**config.mk**
```make
export PLATFORM = sky130hd
export DESIGN_NAME = regfile_sb
export DESIGN_NICKNAME = d
export VERILOG_FILES = /design/src/rtl/regfile_sb.sv
export SDC_FILE = /design/constraint.sdc
export NUM_CORES = 2
export LEC_CHECK = 0
export BUFFER_PORTS_ARGS = -buffer_cell sky130_fd_sc_hd__buf_4
export CAP_MARGIN = 20
export CORE_MARGIN = 5
export CORE_UTILIZATION = 35
export CTS_CLUSTER_DIAMETER = 60
export DETAILED_ROUTE_END_ITERATION = 6
export GPL_ROUTABILITY_DRIVEN = 0
export PLACE_DENSITY_LB_ADDON = 0.3
export SETUP_SLACK_MARGIN = 0.5
export SLEW_MARGIN = 20
export SYNTH_ARGS = -nofsm -noshare
export SYNTH_HDL_FRONTEND = slang
export SYNTH_SLANG_ARGS = --single-unit
```
**constraint.sdc**
```tcl
create_clock -name clk -period 32.4 [get_ports clk]
set_input_delay 1.62 -clock clk [delete_from_list [all_inputs] [get_ports clk]]
set_output_delay 1.62 -clock clk [all_outputs]
set_load 0.01 [all_outputs]
```
**src/rtl/regfile_sb.sv**
```systemverilog
// Two-write, multi-read register file with pending-write scoreboard.
// Read ports forward same-cycle writes when BYPASS is set.
module regfile_sb #(
    parameter int ADDR_WIDTH = 5,
    parameter int DATA_WIDTH = 32,
    parameter int NUM_RD     = 2,
    parameter int ZERO_REG   = 1,
    parameter int BYPASS     = 1
) (
    input  logic                         clk,
    input  logic                         rst,
    input  logic                         wen0,
    input  logic [ADDR_WIDTH-1:0]        waddr0,
    input  logic [DATA_WIDTH-1:0]        wdata0,
    input  logic                         wen1,
    input  logic [ADDR_WIDTH-1:0]        waddr1,
    input  logic [DATA_WIDTH-1:0]        wdata1,
    input  logic [NUM_RD*ADDR_WIDTH-1:0] raddr,
    output logic [NUM_RD*DATA_WIDTH-1:0] rdata,
    output logic [NUM_RD-1:0]            rbusy,
    input  logic                         alloc_en,
    input  logic [ADDR_WIDTH-1:0]        alloc_addr,
    input  logic [ADDR_WIDTH-1:0]        dbg_addr,
    output logic [DATA_WIDTH-1:0]        dbg_data,
    output logic                         busy_any
);

    localparam int DEPTH = 1 << ADDR_WIDTH;

    logic [DATA_WIDTH-1:0] mem [DEPTH];
    logic [DEPTH-1:0]      busy;
    logic [DEPTH-1:0]      busy_nxt;
    logic                  we0;
    logic                  we1;
    logic                  ae;

    // Entry 0 is hardwired when ZERO_REG is set, so its traffic is dropped here.
    assign we0 = wen0 && !(ZERO_REG != 0 && waddr0 == '0);
    assign we1 = wen1 && !(ZERO_REG != 0 && waddr1 == '0);
    assign ae  = alloc_en && !(ZERO_REG != 0 && alloc_addr == '0);

    // Allocation is applied last so it wins over a same-cycle write.
    always_comb begin
        busy_nxt = busy;
        if (we0) busy_nxt[waddr0] = 1'b0;
        if (we1) busy_nxt[waddr1] = 1'b0;
        if (ae)  busy_nxt[alloc_addr] = 1'b1;
    end

    always_ff @(posedge clk or posedge rst) begin
        if (rst) begin
            for (int i = 0; i < DEPTH; i++) begin
                mem[i] <= '0;
            end
            busy <= '0;
        end else begin
            if (we0) mem[waddr0] <= wdata0;
            if (we1) mem[waddr1] <= wdata1;
            busy <= busy_nxt;
        end
    end

    for (genvar g = 0; g < NUM_RD; g++) begin : g_rd
        logic [ADDR_WIDTH-1:0] a;
        logic [DATA_WIDTH-1:0] d;
        logic                  b;

        assign a = raddr[g*ADDR_WIDTH +: ADDR_WIDTH];

        always_comb begin
            d = mem[a];
            b = busy[a];
            if (BYPASS != 0) begin
                if (we1 && waddr1 == a) begin
                    d = wdata1;
                    b = 1'b0;
                end else if (we0 && waddr0 == a) begin
                    d = wdata0;
                    b = 1'b0;
                end
            end
            if (rst || (ZERO_REG != 0 && a == '0)) begin
                d = '0;
                b = 1'b0;
            end
        end

        assign rdata[g*DATA_WIDTH +: DATA_WIDTH] = d;
        assign rbusy[g] = b;
    end

    assign dbg_data = (rst || (ZERO_REG != 0 && dbg_addr == '0))
                    ? '0 : mem[dbg_addr];
    assign busy_any = !rst && (|busy);

endmodule

```
==> results.md <==
- The flow ran to the end, but the final reports show violations.
- The final reports fail on DRC.
- Max-cap violations in this run came to 0.
- Post-CTS repair changed the size of 0 cells.
- The first global-routing pass estimated around 530,000 microns of wire.
- The die covers roughly 230,000 sq um.
- The clock root buffer is clkbuf_16.
- The launch point of the critical path is raddr[6].
- The flip-flop and latch count after synthesis is 1,056.
- The post-detailed-placement cell area is between 70,000 and 80,000 sq um.
- For this run, the detailed router's first-pass iteration total came to 6.
- The worst setup path is launched from a primary input.
- Relative to the synthesized area, the layout overhead comes to 9.36%.
- Yosys printed 0 warnings.
- The routed wire length is between 300,000 and 400,000 microns.
- The number of nets in the finished design is between 7,000 and 8,000.
- Once layout is done, the placed cells without fillers occupy 83,100 sq um.
- The number of buffers added by the clock tree synthesis step is approximately 130.
- The final count of hold timing violations is 0.
- Data on the critical path arrives at its endpoint at just under 7 ns.
- Clock-pin slew was measured on the worst setup and hold paths at around 0.06 ns.
- The number of endpoints failing setup at the final stage is 0.
- The actual transition at the worst max-transition pin is between 1 and 1.5 ns.
- The reg-to-reg critical path startpoint is mem[954].
- The deepest clock path buffer count is 3.
- The per-cell routed wire length is ~37 microns.
- The global-route usage over all layers is 0.328.
- The number of pins exceeding their max-slew limit in the final report is 0.
- The worst clock skew is 0 ns.
- Input and output buffers added on the ports amount to between 150 and 200.
- After global routing the overflow that remains totals 0.
- The area used by multi-input combinational logic is between 40,000 and 50,000 sq um.
- Setup repair after global routing left no endpoint under its margin.
- The largest net degree at the start of global routing is 168.
- The detailed placement HPWL is between 200,000 and 250,000 microns.
- The remaining max-slew budget at the tightest pin is 0.170.
- The top-level I/O count is slightly below 200.
- The most numerous cell on the critical path is buf_4.
- The number of distinct library cell variants in the gate-level netlist after synthesis is 66.
- In this run the horizontal extent of the chip is about 480 microns.
- The number of flops mapped to enable cells by yosys is 0.
- The master of the slowest instance on the critical path is buf_4.
- The via count of the first global-routing pass is 66,200.
- The prevailing post-synth register cell is dfrtp_1.
- The number of antenna violations at the first check in global routing is 43.
- The clock insertion delay at the later pin of the skew report is about 0.82 ns.
- The areal power density over the cells is 60.4 nW/um^2.
- The total nets after synthesis is around 8,000.
- VDD sags by at most between 0.05 and 0.06 mV.
- Row generation in the floorplan step produced approximately 170 rows.
- The count of nets left with antenna violations once routing finished came out at 0.
- The required arrival time at the worst endpoint is 30.78 ns.
- The worst hold path begins at mem[1023].
- Walking the worst path, the cells encountered are buf_8 -> buf_4 -> buf_4 -> buf_4 -> buf_4 -> mux2i_1 -> a22oi_1 -> nand2_1 -> nor4_1 -> nand3_1 -> a31oi_1 -> buf_4.
- The total setup buffers inserted after CTS is 0.
- The TritonCTS clock tree is yes.
- Dividing the synthesized area by the synthesized cell count gives 9.67 sq um.
- Counting the fill cells in the layout gives 21,200.
- Clock tree synthesis found a total of between 1,000 and 1,500 sinks.
- The post-synthesis sequential area ratio is 0.348.
- In this run the number of H-tree levels came out at 4.
- The total negative slack for setup checks is 0 ns.
- The delay of the slowest critical-path stage is 0.79 ns.
- STA classifies the critical path endpoint as an output pin.
- The worst path needs about 8.6 ns of the cycle, external delays included.
- The number of remaining DRC errors is 1.
- The via density per instance is about 7.
- The floorplan core area is around 220,000 sq um.
- Static timing analysis puts the maximum clock frequency at ~120 MHz.
- The cell area that synthesis handed to floorplanning was roughly 76,000 sq um.
- The class of the most critical hold timing path is reg -> reg.
- The die outline height is roughly 480 microns.
- The synthesized instance count is 7,863.
- In this run the static leakage power is approximately 35 nW.
- Across the whole layout, storage elements account for between 20,000 and 30,000 sq um.
- In this run, post-CTS hold repair placed 0 buffers.
- The class of the most critical setup path is in -> out.
- The violation count after the first detailed-routing iteration is roughly 11,000.
- The share of async-settable or async-resettable flops after synthesis is 1.00.
- The via total after detailed routing is a little over 70,000.
- The largest fanout on the critical path is slightly below 80.
- The share of final-layout standard cells stronger than drive strength 1 is 0.158.
- The ratio of final minimum period to clock period is 0.265.
- The effective utilization at floorplan is 0.351.
## routing by layer
layer  global-route usage  share of wire
met3                0.131           0.14
met1                0.396           0.35
met2                0.458           0.41
met4                0.267          0.099
met5              0.00149        0.00059
## power breakdown
part	internal (W)	switching [W]	total, W
clock	0.000901	0.000660	0.00156
sequential	0.00166	0.000423	0.00208
combinational	0.000672	0.000700	0.00137
## cells by family after synthesis
kind of cell,Yosys count,share of synthesized area
xor gates and xnor gates,20,0.00230
muxes,2188,0.346
and+or+nand+nor,1569,0.0893
buffers and inverters,994,0.0606
DFF,1056,0.348
AOI/OAI and AO/OA,2036,0.154
## Yosys cell counts, drive strengths merged, types with 4 or more instances
master | number | area share
xnor2 | 7 | 0.00081
nand2b | 15 | 0.0013
nor3 | 27 | 0.0020
and4 | 32 | 0.0037
dfrtp | 1056 | 0.35
o22ai | 251 | 0.021
o221ai | 64 | 0.0074
nand2 | 589 | 0.029
a21oi | 799 | 0.053
a22oi | 69 | 0.0068
and2 | 11 | 0.00091
o31a | 13 | 0.0015
o31ai | 53 | 0.0052
a31oi | 56 | 0.0046
and3 | 10 | 0.00082
nor2 | 677 | 0.034
nor2b | 14 | 0.0012
or3 | 4 | 0.00033
buf | 440 | 0.033
or2 | 5 | 0.00041
a211o | 19 | 0.0022
mux4 | 337 | 0.10
nand4 | 13 | 0.0011
nor4 | 109 | 0.0094
xor2 | 13 | 0.0015
o22a | 31 | 0.0036
o21ai | 597 | 0.039
mux2i | 1693 | 0.22
inv | 4 | 0.00020
nand3 | 55 | 0.0038
mux2 | 158 | 0.023
clkbuf | 549 | 0.027
a221oi | 63 | 0.0074
a32o | 6 | 0.00079
## worst paths after layout
check / endpoint / slack, ns / depth (start not counted)
max: rdata[47] / 23.82 / 12
min: mem[1023] / 0.42 / 0
max reg2reg: mem[954] / 31.44 / 4
min reg2reg: mem[1023] / 0.42 / 0
max in group asynchronous: mem[196] / 28.19 / 5
min in group asynchronous: mem[320] / 1.00 / 2
## stage by stage
step	power, W	worst slack, ns	utilization	hold WS, ns	std cells
4_1_cts	0.00496	24.01	0.383	0.418	10300
6_report	0.00502	23.82	0.384	0.419	10400
3_5_place_dp	0.00341	24.00	0.362	0.405	10100
2_1_floorplan	0.00294	1.02	-	0.456	7863
3_3_place_gp	0.00336	23.94	0.362	0.396	10100
5_1_grt	0.00521	23.60	0.383	0.431	10300
## cell type report
class,count,area share
timing repair buffer,368,0.0359
tap,2854,0.0430
sequential,1056,0.318
multi-input combinational,5813,0.549
antenna,31,0.000933
clock inverter,53,0.00753
inverter,5,0.000316
clock buffer,183,0.0458
## state kept, by name, indices dropped and copies added (netlist names)
| register | flops |
|---|---|
| busy | 32 |
| mem | 1024 |
## cells in the final DEF, fill, tap and decap left out, drive strengths merged, types with 7 or more instances in the layout
master,instances
mux2i,1693
dfrtp,1056
a21oi,799
nor2,677
o21ai,597
nand2,589
buf,366
mux4,337
o22ai,251
clkbuf,185
mux2,158
nor4,109
a22oi,69
o221ai,64
a221oi,63
a31oi,56
nand3,55
o31ai,53
and4,32
diode,31
o22a,31
nor3,27
clkinv,24
a211o,19
inv,18
nand2b,15
nor2b,14
xor2,13
nand4,13
o31a,13
and2,11
and3,10
bufinv,9
xnor2,7
clkinvlp,7
## critical path: cells and delay by family
kind	cells	cell delay, ns
muxes	1	0.19
AOI/OAI and AO/OA	2	0.97
buffers and inverters	6	3.42
and+or+nand+nor	3	0.45
No activity file was read; power rests on OpenSTA's default activity.
